===== config.mk =====
export PLATFORM = sky130hd
export DESIGN_NAME = bet_turn_ctrl
export DESIGN_NICKNAME = d
export VERILOG_FILES = /design/src/rtl/bet_pkg.sv /design/src/rtl/edge_det.sv /design/src/rtl/bet_turn_ctrl.sv
export SDC_FILE = /design/constraint.sdc
export NUM_CORES = 1
export LEC_CHECK = 0
export CAP_MARGIN = 15
export CORE_MARGIN = 4
export CORE_UTILIZATION = 44
export CTS_BUF_LIST = sky130_fd_sc_hd__clkbuf_16
export DETAILED_ROUTE_END_ITERATION = 10
export PLACE_DENSITY = 0.77
export SLEW_MARGIN = 20
export SYNTH_ARGS = -nofsm -noshare
export SYNTH_HDL_FRONTEND = slang
export SYNTH_SLANG_ARGS = --single-unit

===== constraint.sdc =====
create_clock -name i_clk -period 1.86 [get_ports i_clk]
set_input_delay 0.372 -clock i_clk [delete_from_list [all_inputs] [get_ports i_clk]]
set_output_delay 0.372 -clock i_clk [all_outputs]
set_load 0.01 [all_outputs]

===== src/rtl/bet_pkg.sv =====
// Shared encodings for the Indian Poker bet turn sequencer: FSM states,
// turn owner values and bit positions of the button vector.
package bet_pkg;

  typedef enum logic [1:0] {
    S_IDLE = 2'd0,
    S_LOAD = 2'd1,
    S_TURN = 2'd2,
    S_DONE = 2'd3
  } state_t;

  localparam logic TURN_P1 = 1'b0;
  localparam logic TURN_P2 = 1'b1;

  localparam int NUM_BTN      = 7;
  localparam int BTN_P1_UP    = 0;
  localparam int BTN_P1_DOWN  = 1;
  localparam int BTN_P1_DONE  = 2;
  localparam int BTN_P2_UP    = 3;
  localparam int BTN_P2_DOWN  = 4;
  localparam int BTN_P2_DONE  = 5;
  localparam int BTN_START    = 6;

endpackage


===== src/rtl/edge_det.sv =====
// Rising-edge detector over a vector of level inputs; the history register
// tracks the live inputs even in reset so held buttons never fire on release.
module edge_det #(
  parameter int WIDTH = 7
) (
  input  logic             i_clk,
  input  logic             i_rstN,
  input  logic [WIDTH-1:0] i_in,
  output logic [WIDTH-1:0] o_edge
);

  logic [WIDTH-1:0] r_prev;

  always_ff @(posedge i_clk) begin
    if (!i_rstN) begin
      r_prev <= i_in;
    end else begin
      r_prev <= i_in;
    end
  end

  assign o_edge = i_in & ~r_prev;

endmodule


===== src/rtl/bet_turn_ctrl.sv =====
// Turn-based sequencer for the shared up/down bet counter: grants the counter
// to one player at a time and turns button edges into single-cycle pulses.
module bet_turn_ctrl
  import bet_pkg::*;
#(
  parameter int WIDTH        = 8,
  parameter int MAX_BET      = 8,
  parameter int MIN_BET      = 0,
  parameter int FIRST_PLAYER = 0
) (
  input  logic             i_clk,
  input  logic             i_clrN,
  input  logic             i_start,
  input  logic             i_p1Up,
  input  logic             i_p1Down,
  input  logic             i_p1Done,
  input  logic             i_p2Up,
  input  logic             i_p2Down,
  input  logic             i_p2Done,
  input  logic [WIDTH-1:0] i_cntQ,
  output logic             o_cntUp,
  output logic             o_cntDown,
  output logic             o_cntEn,
  output logic             o_cntL,
  output logic             o_cntClr,
  output logic [WIDTH-1:0] o_cntMax,
  output logic [WIDTH-1:0] o_cntMin,
  output logic             o_turn,
  output logic             o_busy,
  output logic             o_roundEnd
);

  localparam logic [WIDTH-1:0] MAX_V   = WIDTH'(MAX_BET);
  localparam logic [WIDTH-1:0] MIN_V   = WIDTH'(MIN_BET);
  localparam logic             FIRST_V = 1'(FIRST_PLAYER);

  state_t             r_state;
  logic [WIDTH-1:0]   r_base;
  logic               r_moved;
  logic               r_turn;
  logic               r_cntUp;
  logic               r_cntDown;
  logic               r_cntEn;
  logic               r_cntL;
  logic               r_cntClr;
  logic               r_busy;
  logic               r_roundEnd;

  logic [NUM_BTN-1:0] w_btn;
  logic [NUM_BTN-1:0] w_edge;
  logic               w_up;
  logic               w_down;
  logic               w_done;

  assign w_btn[BTN_P1_UP]   = i_p1Up;
  assign w_btn[BTN_P1_DOWN] = i_p1Down;
  assign w_btn[BTN_P1_DONE] = i_p1Done;
  assign w_btn[BTN_P2_UP]   = i_p2Up;
  assign w_btn[BTN_P2_DOWN] = i_p2Down;
  assign w_btn[BTN_P2_DONE] = i_p2Done;
  assign w_btn[BTN_START]   = i_start;

  edge_det #(.WIDTH(NUM_BTN)) u_edgeDet (
    .i_clk  (i_clk),
    .i_rstN (i_clrN),
    .i_in   (w_btn),
    .o_edge (w_edge)
  );

  // Only the player holding the turn can reach the counter.
  assign w_up   = (r_turn == TURN_P2) ? w_edge[BTN_P2_UP]   : w_edge[BTN_P1_UP];
  assign w_down = (r_turn == TURN_P2) ? w_edge[BTN_P2_DOWN] : w_edge[BTN_P1_DOWN];
  assign w_done = (r_turn == TURN_P2) ? w_edge[BTN_P2_DONE] : w_edge[BTN_P1_DONE];

  always_ff @(posedge i_clk) begin
    if (!i_clrN) begin
      r_state    <= S_IDLE;
      r_base     <= MIN_V;
      r_moved    <= 1'b0;
      r_turn     <= FIRST_V;
      r_cntUp    <= 1'b0;
      r_cntDown  <= 1'b0;
      r_cntEn    <= 1'b0;
      r_cntL     <= 1'b0;
      r_cntClr   <= 1'b1;
      r_busy     <= 1'b0;
      r_roundEnd <= 1'b0;
    end else begin
      r_cntUp   <= 1'b0;
      r_cntDown <= 1'b0;
      r_cntL    <= 1'b0;
      // Busy spans the pulse cycle and the counter's update cycle after it.
      r_busy    <= r_cntUp | r_cntDown;
      case (r_state)
        S_IDLE: begin
          r_cntClr   <= 1'b1;
          r_cntEn    <= 1'b0;
          r_roundEnd <= 1'b0;
          if (w_edge[BTN_START]) begin
            r_state  <= S_LOAD;
            r_cntL   <= 1'b1;
            r_cntEn  <= 1'b1;
            r_cntClr <= 1'b0;
          end
        end
        S_LOAD: begin
          r_base  <= MIN_V;
          r_moved <= 1'b0;
          r_turn  <= FIRST_V;
          r_cntEn <= 1'b1;
          r_state <= S_TURN;
        end
        S_TURN: begin
          r_cntEn <= 1'b1;
          if (!r_busy) begin
            if (w_up && w_down) begin
              r_busy <= 1'b0;
            end else if (w_up) begin
              if (i_cntQ < MAX_V) begin
                r_cntUp <= 1'b1;
                r_busy  <= 1'b1;
              end
            end else if (w_down) begin
              if (i_cntQ > r_base) begin
                r_cntDown <= 1'b1;
                r_busy    <= 1'b1;
              end
            end else if (w_done) begin
              if ((i_cntQ == MAX_V) || (r_moved && (i_cntQ == r_base))) begin
                r_state    <= S_DONE;
                r_roundEnd <= 1'b1;
                r_cntEn    <= 1'b0;
              end else begin
                r_turn  <= ~r_turn;
                r_base  <= i_cntQ;
                r_moved <= 1'b1;
              end
            end
          end
        end
        S_DONE: begin
          r_roundEnd <= 1'b1;
          r_cntEn    <= 1'b0;
          if (w_edge[BTN_START]) begin
            r_state    <= S_LOAD;
            r_cntL     <= 1'b1;
            r_cntEn    <= 1'b1;
            r_roundEnd <= 1'b0;
          end
        end
        default: begin
          r_state <= S_IDLE;
        end
      endcase
    end
  end

  assign o_cntUp    = r_cntUp;
  assign o_cntDown  = r_cntDown;
  assign o_cntEn    = r_cntEn;
  assign o_cntL     = r_cntL;
  assign o_cntClr   = r_cntClr;
  assign o_cntMax   = MAX_V;
  assign o_cntMin   = MIN_V;
  assign o_turn     = r_turn;
  assign o_busy     = r_busy;
  assign o_roundEnd = r_roundEnd;

endmodule


==> summary.txt, run 1 <==
Pwr
  • Peak supply drop: 473 uV
  • Share of power burned in registers: 30.7%
  • Power Dens Cells: 913 nW/um^2
  • Tot Pwr: 2130 uW
  • Leakage: 0.000914 uW
  • Sw frac: 33.4%
  • Clock Power Share: 29.6%
  • Combinational Power Share: 39.7%
  • Psw: 713 uW
  • Power Internal: 1420 uW

Routing
  • Routed WL: 4150 um
  • Post-route ant nets: 0
  • Vias/cell: 5.34
  • TritonRoute pass-1 iters: 4
  • WL/cell: 14.8 um
  • DRC errors left: 0
  • Routed via count: 1495
  • 1st-iter DRT viols: 109

CTS
  • Num CTS Buffers: 3
  • H-tree levels: 1
  • Clock-pin slew on the worst setup and hold paths: 0.07 ns
  • Post-CTS Hold Buffers: 0
  • Clock buffer depth: 2
  • CTS tree: yes
  • CTS sink count: 26
  • Root buffer cell: clkbuf_16
  • Skew-Pair Late Insertion Delay: 0.26 ns

Min path
  • Hold EP: u_edgeDet.r_prev[2]
  • Hold/Removal Path Class: in2reg
  • WHS Path Cells: 1
  • Hold path startpoint: i_p1Done

Synth
  • Yosys reg bits: 26
  • Mapped Cells: 182
  • Area share of the largest cell type after synthesis: 32.6%
  • Count of cell types in the netlist: 41
  • Post-synthesis sequential area ratio: 32.6%
  • Synth area leaders: dfxtp_1, ha_1, buf_4
  • Syn Area/Cell: 8.77 um^2
  • Ys Warns: 0
  • Cell taking the most area after synthesis: dfxtp_1
  • Synth Cell Area: 1600 um^2

Worst setup path
  • Critical Path AT: 2.14 ns
  • R2R cell count: 8
  • CP Data Required Time: 2.06 ns
  • CP Launch Type: primary input
  • WS Path Type: in2reg
  • Worst path most repeated cell: or4_4
  • FF-to-FF End: r_state[0]
  • Crit path max fanout: 3
  • Crit-path cells: buf_6 -> or4_4 -> or4_4 -> and3_4 -> a211oi_2 -> mux2i_1
  • R2R Path Start: r_base[6]
  • R2R Setup Slk: -0.04 ns
  • Crit path largest cell delay: 0.53 ns
  • Kind of end point of the critical path: flip-flop
  • Crit-path slowest cell: or4_4

Cells and area
  • Layout area overhead: 46.5%
  • Most frequent cells in the layout: buf_4, dfxtp_1, nand2_1
  • Ant. Diodes: 0
  • Final nets: 264
  • Share of cells above drive strength 1: 32.5%
  • Most common cell after layout, fill and taps aside: buf_4
  • Fill count: 272

STA
  • Fin. Hold Viols: 0
  • Final min period: 1.94 ns
  • Setup violations, final: 9
  • Final Max Tran Viols: 0
  • Layout Skew: 0.00587 ns
  • RSZ-0062 raised after global routing: true
  • Setup TNS: -0.348 ns
  • Fin crit share: 104%
  • Worst Slack Setup Final: -0.0792 ns
  • Fmax: 516 MHz
  • Hold_ws: 0.347 ns

Global routing
  • Pin count of the biggest net entering global routing: 33
  • First-pass GRT wire length: 6600 um
  • Vias in the first global route: 1482
  • GRT Resource Usage Total: 18.9%
  • Antenna violations before repair: 0
  • GRT overflow: 0

Die
  • Die Ht: 68.2 um
  • Core Box Area: 3420 um^2
  • Row cnt: 21
  • Starting density of the core: 46.7%
  • Ports: 41
  • Die width: 68.2 um
  • Die area: 4650 um^2

Outcome
  • Outcome: finished with violations
  • Failing checks: setup timing

Placed design
  • Final GP Congestion: 0.804
  • Port buffer count: 24
  • Final HPWL DP: 2740 um

Job
  • Max-cap viol count: 0
## logic make-up after synthesis
kind of cell | count (synthesis) | synth area share, %
other cells | 2 | 0.471
simple gates | 61 | 22.0
mux | 1 | 0.627
compound gates | 41 | 20.5
flops | 26 | 32.6
buf+inv | 39 | 14.3
fa+ha+maj | 12 | 9.41
## cell type report
class,count,area [um^2],share of cell area (%)
Clock buffer,3,75.1,3.21
Clock inverter,1,30.0,1.28
Inverter,13,48.8,2.09
Multi-Input combinational cell,131,1080,46.1
Sequential cell,26,520,22.3
Tap cell,46,57.6,2.46
Timing Repair Buffer,60,528,22.6
## power groups by stage
| stage | registers (uW) | clock network [uW] | logic, uW |
|---|---|---|---|
| detailed placement | 664 | 0 | 731 |
| global placement | 663 | 0 | 727 |
| CTS | 654 | 636 | 811 |
| global route | 664 | 666 | 933 |
| finish | 654 | 632 | 848 |
| floorplan | 671 | 0 | 509 |
## synthesized netlist by cell type (all sizes together)
cell     instances
o211ai           3
clkbuf           5
nand3           11
and3b            1
a21boi           2
a31oi            3
dfxtp           26
nand2b           6
o32a             2
o21bai           1
nor2             5
o2111ai          9
nor2b            3
nand2           19
o21ai            4
inv             13
nand4            1
nor4             1
or3              2
a221o            1
nand4b           2
and2             2
o221ai           8
conb             2
or3b             1
or4              2
and3             2
mux2i            1
buf             21
and4             2
a21oi            5
a211oi           2
o311ai           1
ha              12
nand3b           1
## how the worst max path moves through the flow
stage	start	to	slack, ns	depth (start not counted)
floorplan	i_cntQ[4]	r_base[0]	-0.13	6
global placement	i_cntQ[4]	o_cntEn	-0.63	7
detailed placement	i_cntQ[4]	o_cntEn	-0.75	7
CTS	i_cntQ[7]	r_state[0]	-0.13	6
global route	r_base[6]	r_state[0]	-0.12	8
finish	i_cntQ[4]	r_state[0]	-0.08	6
## through the flow
stage	cells	util, %	setup slack [ns]	cell area (um^2)
5_1_grt	280	68.4	-0.119	2340
3_5_place_dp	274	59.6	-0.753	2030
2_1_floorplan	196	-	-0.127	1650
6_report	280	68.4	-0.0792	2340
4_1_cts	280	67.1	-0.126	2290
3_3_place_gp	274	59.6	-0.632	2030
## worst max-delay path, delay by kind of cell
kind / cells / cell delay, ns
AO/OA/AOI/OAI: 1 / 0.19
buffers and inverters: 1 / 0.09
multiplexers: 1 / 0.20
AND/OR/NAND/NOR: 3 / 1.28
## per-layer routing
layer	GRT usage [%]	vias to the layer above	part of all wire, %	wire, um
met4	9.93	0	1.6	65
met1	21.6	720	40	1680
li1	-	732	-	-
met3	3.28	6	4.8	200
met2	33.3	37	53	2210
met5	0	-	0	0
## state kept, by name, summed over array words and instances (netlist names)
| register | flops |
|---|---|
| r_base | 8 |
| u_edgeDet.r_prev | 7 |
| r_state | 2 |
| o_busy | 1 |
| o_cntClr | 1 |
| o_cntDown | 1 |
| o_cntEn | 1 |
| o_cntL | 1 |
| o_cntUp | 1 |
| o_roundEnd | 1 |
| o_turn | 1 |
| r_moved | 1 |
## repair_timing
| item | CTS | global route |
|---|---|---|
| endpoints found under the setup margin | 16 | 15 |
| resized for setup | 49 | 8 |
| pin swaps | 14 | 6 |
| endpoints found under the hold margin | 0 | 0 |
| setup buffers | 3 | 0 |
No activity file was read; power rests on OpenSTA's default activity.
==> inputs of run 2 (changes only) <==
Settings changed: SETUP_SLACK_MARGIN set to 0.15.
==> run 2 against run 1 <==
Net effect: the flow still finishes with violations (setup timing); non-clock buffer count rose by 8; register-to-register slack improved by 0.06 ns; routed wire length rose by 6.0%; fmax rose by 0.37%; first-iteration DRC count fell by 19%; hold slack got worse by 0.10 ns; largest cell class unchanged.
==> summary.txt, run 2 (synthesized netlist as in run 1, its figures left out) <==
Worst setup path
  • Critical Path AT: 2.13 ns
  • Crit path max fanout: 3
  • Kind of end point of the critical path: flip-flop
  • Crit-path cells: buf_6 -> or4_4 -> or4_4 -> and3_4 -> a211oi_2 -> mux2i_1
  • Crit-path slowest cell: or4_4
  • Crit path largest cell delay: 0.53 ns
  • CP Launch Type: primary input
  • WS Path Type: in2reg
  • Worst path most repeated cell: or4_4
  • R2R Setup Slk: 0.02 ns
  • CP Data Required Time: 2.06 ns

Routing
  • TritonRoute pass-1 iters: 4
  • DRC errors left: 0
  • Post-route ant nets: 0
  • Routed WL: 4400 um
  • WL/cell: 15.3 um
  • Vias/cell: 5.50
  • Routed via count: 1583
  • 1st-iter DRT viols: 88

Global routing
  • Vias in the first global route: 1577
  • First-pass GRT wire length: 6910 um
  • Pin count of the biggest net entering global routing: 32
  • Antenna violations before repair: 0
  • GRT overflow: 0
  • GRT Resource Usage Total: 19.6%

Pwr
  • Power Dens Cells: 917 nW/um^2
  • Leakage: 0.000969 uW
  • Share of power burned in registers: 29.6%
  • Combinational Power Share: 42.3%
  • Clock Power Share: 28.1%
  • Peak supply drop: 518 uV
  • Sw frac: 33.5%
  • Power Internal: 1480 uW
  • Psw: 745 uW

CTS
  • Skew-Pair Late Insertion Delay: 0.26 ns
  • CTS sink count: 26
  • Clock-pin slew on the worst setup and hold paths: 0.07 ns
  • Clock buffer depth: 2
  • Post-CTS Hold Buffers: 0
  • CTS tree: yes
  • Num CTS Buffers: 3
  • H-tree levels: 1
  • Root buffer cell: clkbuf_16

Placed design
  • Final GP Congestion: 0.798
  • Port buffer count: 24
  • Final HPWL DP: 2740 um
  • Dpl cells: 274

STA
  • Fin crit share: 104%
  • Fin. Hold Viols: 0
  • Final min period: 1.93 ns
  • Fmax: 518 MHz
  • Worst Slack Setup Final: -0.0721 ns
  • Setup violations, final: 9
  • Final Max Tran Viols: 0
  • Layout Skew: 0.00334 ns
  • RSZ-0062 raised after global routing: true

Outcome
  • Outcome: finished with violations
  • Failing checks: setup timing

Cells and area
  • Max FFs per register: 8
  • Fill count: 240
  • Layout area overhead: 52.2%
  • Most frequent cells in the layout: buf_4, dfxtp_1, nand2_1
  • Area of the multi-input gates: 1070 um^2
  • Layout Cells excl Fill: 288
  • Reg with most FFs: r_base
  • Biggest regs: r_base x8, u_edgeDet.r_prev x7, r_state x2
  • Most common cell after layout, fill and taps aside: buf_4
  • Ant. Diodes: 0
  • Final core occ: 71.1%
  • Final nets: 272
  • Seq. cell area: 526 um^2
  • Share of cells above drive strength 1: 36.4%

Job
  • Max-cap viol count: 0

Die
  • Ports: 41
  • Die area: 4650 um^2
  • Row cnt: 21
  • Die width: 68.2 um
  • Starting density of the core: 46.7%
  • Die Ht: 68.2 um
  • Core Box Area: 3420 um^2

Min path
  • Hold/Removal Path Class: in2reg
==> run 2: changes by cell type in the layout (fill, tap and decap cells not counted), moves of 2 or more <==
cell	change
dfxtp_2	+4
buf_4	+2
o2111ai_1	+3
o2111ai_2	-4
dfxtp_1	-4
buf_6	+5
==> run 2: stage by stage <==
stage | hold slack (ns) | instance area [um^2] | worst slack, ns | setup TNS (ns) | total power (uW)
finish | 0.246 | 2430 | -0.0721 | -0.142 | 2230
global route | 0.267 | 2430 | -0.0792 | -0.598 | 2320
CTS | 0.352 | 2350 | -0.136 | -0.594 | 2100
detailed placement | 0.482 | 2030 | -0.662 | -9.44 | 1400
floorplan | 0.400 | 1650 | -0.127 | -1.17 | 1180
global placement | 0.472 | 2030 | -0.612 | -8.94 | 1390
==> run 2: power by group through the flow <==
stage               clock, uW  combinational (uW)  sequential [uW]
finish                    626                 942              658
global route              647                1010              665
CTS                       631                 818              655
detailed placement          0                 733              666
global placement            0                 726              663
floorplan                   0                 510              671
==> run 2: layout make-up <==
cell class,count,share of cell area (%)
Timing Repair Buffer,68,25.5
Multi-Input combinational cell,131,44.2
Inverter,13,2.01
Tap cell,46,2.37
Clock buffer,3,3.09
Sequential cell,26,21.6
Clock inverter,1,1.24
==> run 2: worst paths after layout <==
path,startpoint,endpoint,cells past startpoint
max,i_cntQ[7],r_state[0],6
min,i_p1Up,u_edgeDet.r_prev[0],1
min reg2reg,o_cntClr,o_cntClr,2
max reg2reg,r_base[7],r_state[0],8
==> run 2: critical path, delay by kind of cell <==
kind                   cells  cell delay [ns]
multiplexers               1             0.20
buffers and inverters      1             0.09
AO/OA/AOI/OAI              1             0.19
AND/OR/NAND/NOR            3             1.27
==> run 2: repair_timing <==
item                       in CTS  in global routing
resized for setup              61                 12
setup buffers                   6                  4
pin swaps                      26                 14
setup endpoints to repair      17                 17
==> run 2: metal layers <==
metal	track usage [%]	part of all wire, %	vias to the layer above
li1	-	-	752
met1	21.9	39	755
met2	36.5	53	63
met3	2.30	5.3	13
met4	9.43	2.8	0
met5	0	0	-
==> inputs of run 3 (changes only) <==
Settings changed: CAP_MARGIN 15 to not set, REMOVE_ABC_BUFFERS set to 1.
==> run 3 against run 2 <==
Net effect: the flow still finishes with violations (setup timing); sequential power hardly changed; total power decreased by 1.3%; hold slack improved by 0.022 ns; largest power group unchanged.
==> summary.txt, run 3 (synthesized netlist as in run 1, its figures left out) <==
Worst setup path
  • CP Launch Type: primary input
  • Crit path max fanout: 3
  • Crit-path cells: buf_6 -> or4_4 -> or4_4 -> and3_4 -> a211oi_2 -> mux2i_1
  • Kind of end point of the critical path: flip-flop
  • Critical Path AT: 2.09 ns
  • Worst path most repeated cell: or4_4
  • Crit-path slowest cell: or4_4
  • WS Path Type: in2reg
  • CP Data Required Time: 2.05 ns
  • Crit path largest cell delay: 0.53 ns

Pwr
  • Clock Power Share: 28.3%
  • Psw: 725 uW
  • Share of power burned in registers: 29.9%
  • Leakage: 0.000937 uW
  • Sw frac: 33.0%
  • Combinational Power Share: 41.9%
  • Power Dens Cells: 922 nW/um^2
  • Peak supply drop: 710 uV
  • Power Internal: 1470 uW

Global routing
  • GRT overflow: 0
  • Antenna violations before repair: 0
  • GR Layer Usage met3: 4.93%
  • Pin count of the biggest net entering global routing: 40
  • GR peak layer: met2
  • Met1 GRT Util: 21.2%
  • First-pass GRT wire length: 6710 um
  • GRT Resource Usage Total: 18.9%
  • Vias in the first global route: 1510
  • Met2 GRT Util: 33.8%

CTS
  • Skew-Pair Late Insertion Delay: 0.26 ns
  • Post-CTS Hold Buffers: 0
  • CTS tree: yes
  • CTS sink count: 26
  • Num CTS Buffers: 3
  • Root buffer cell: clkbuf_16
  • Clock-pin slew on the worst setup and hold paths: 0.07 ns
  • H-tree levels: 1
  • Clock buffer depth: 2

Cells and area
  • Ant. Diodes: 0
  • Layout area overhead: 49.4%
  • Area of the multi-input gates: 1070 um^2
  • Seq. cell area: 524 um^2
  • Final Cell Area: 2380 um^2
  • Layout Cells excl Fill: 282
  • Final nets: 266
  • Biggest regs: r_base x8, u_edgeDet.r_prev x7, r_state x2
  • Fill count: 253
  • Most frequent cells in the layout: buf_4, dfxtp_1, nand2_1
  • Max FFs per register: 8
  • Reg with most FFs: r_base
  • Share of cells above drive strength 1: 33.9%
  • Most common cell after layout, fill and taps aside: buf_4

STA
  • Fmax: 525 MHz
  • Layout Skew: 0.00343 ns
  • Setup violations, final: 10
  • Fin crit share: 102%
  • Final Max Tran Viols: 0
  • Final min period: 1.90 ns
  • Fin. Hold Viols: 0
  • Worst Slack Setup Final: -0.0444 ns
  • RSZ-0062 raised after global routing: true

Placed design
  • Final HPWL DP: 2570 um
  • DP Area: 2010 um^2
  • Final GP Congestion: 0.850
  • Port buffer count: 24
  • Dpl cells: 271

Routing
  • WL/cell: 14.8 um
  • Routed via count: 1510
  • TritonRoute pass-1 iters: 4
  • Post-route ant nets: 0
  • 1st-iter DRT viols: 64
  • Vias/cell: 5.35
  • Routed WL: 4180 um
  • DRC errors left: 0

Die
  • Die width: 68.2 um
  • Ports: 41
  • Core Box Area: 3420 um^2
  • Die area: 4650 um^2
  • Starting density of the core: 46.7%
  • Row cnt: 21
  • Die Ht: 68.2 um

Outcome
  • Failing checks: setup timing
  • Outcome: finished with violations

Min path
  • Hold/Removal Path Class: in2reg

Job
  • Max-cap viol count: 0
run 3: layer usage:
layer  vias to the layer above  wire length (um)
met5                         -                 0
met4                         0                79
met3                         8               298
met2                        70              2130
met1                       691              1670
li1                        741                 -
run 3: worst max-delay path, delay by kind of cell:
kind | cells | cell delay [ns]
mux | 1 | 0.20
compound gates | 1 | 0.16
simple gates | 3 | 1.27
buf+inv | 1 | 0.09
run 3: what timing repair did:
action	in CTS	in global routing
pin swaps	23	8
endpoints found under the setup margin	17	17
setup buffers	4	3
gates resized for setup	58	12
run 3: area by class of cell:
| type | instances | share of cell area [%] |
|---|---|---|
| multi-input cells | 131 | 45.1 |
| repair buffers | 62 | 24.0 |
| flip-flops and latches | 26 | 22.0 |
| clock buffers | 3 | 3.15 |
| well taps | 46 | 2.41 |
| inverters | 13 | 2.05 |
| clock inverters | 1 | 1.26 |
run 3: final timing paths:
| kind | startpoint | to | slack (ns) | depth (start not counted) |
|---|---|---|---|---|
| worst min register to register | o_cntClr | o_cntClr | 0.49 | 2 |
| worst max-delay path | i_cntQ[7] | r_state[0] | -0.04 | 6 |
| worst max register to register | r_base[5] | r_state[0] | 0.03 | 8 |
| worst min-delay path | i_p1Up | u_edgeDet.r_prev[0] | 0.27 | 1 |
run 3: through the flow:
step	utilization, %	setup slack, ns	hold slack, ns	TNS (ns)	total power [uW]
floorplan	-	-0.147	0.400	-1.43	1090
global placement	58.9	-0.621	0.475	-8.79	1380
detailed placement	58.9	-0.660	0.479	-9.34	1390
CTS	68.4	-0.122	0.352	-0.465	2160
global route	69.8	-0.0733	0.272	-0.676	2310
finish	69.8	-0.0444	0.268	-0.297	2200
run 3: power groups by stage:
stage / clock network, uW / registers, uW / logic, uW
after floorplan: 0 / 671 / 423
after global placement: 0 / 666 / 717
after detailed placement: 0 / 665 / 726
after CTS: 627 / 656 / 883
after global routing: 654 / 665 / 994
final: 621 / 656 / 920
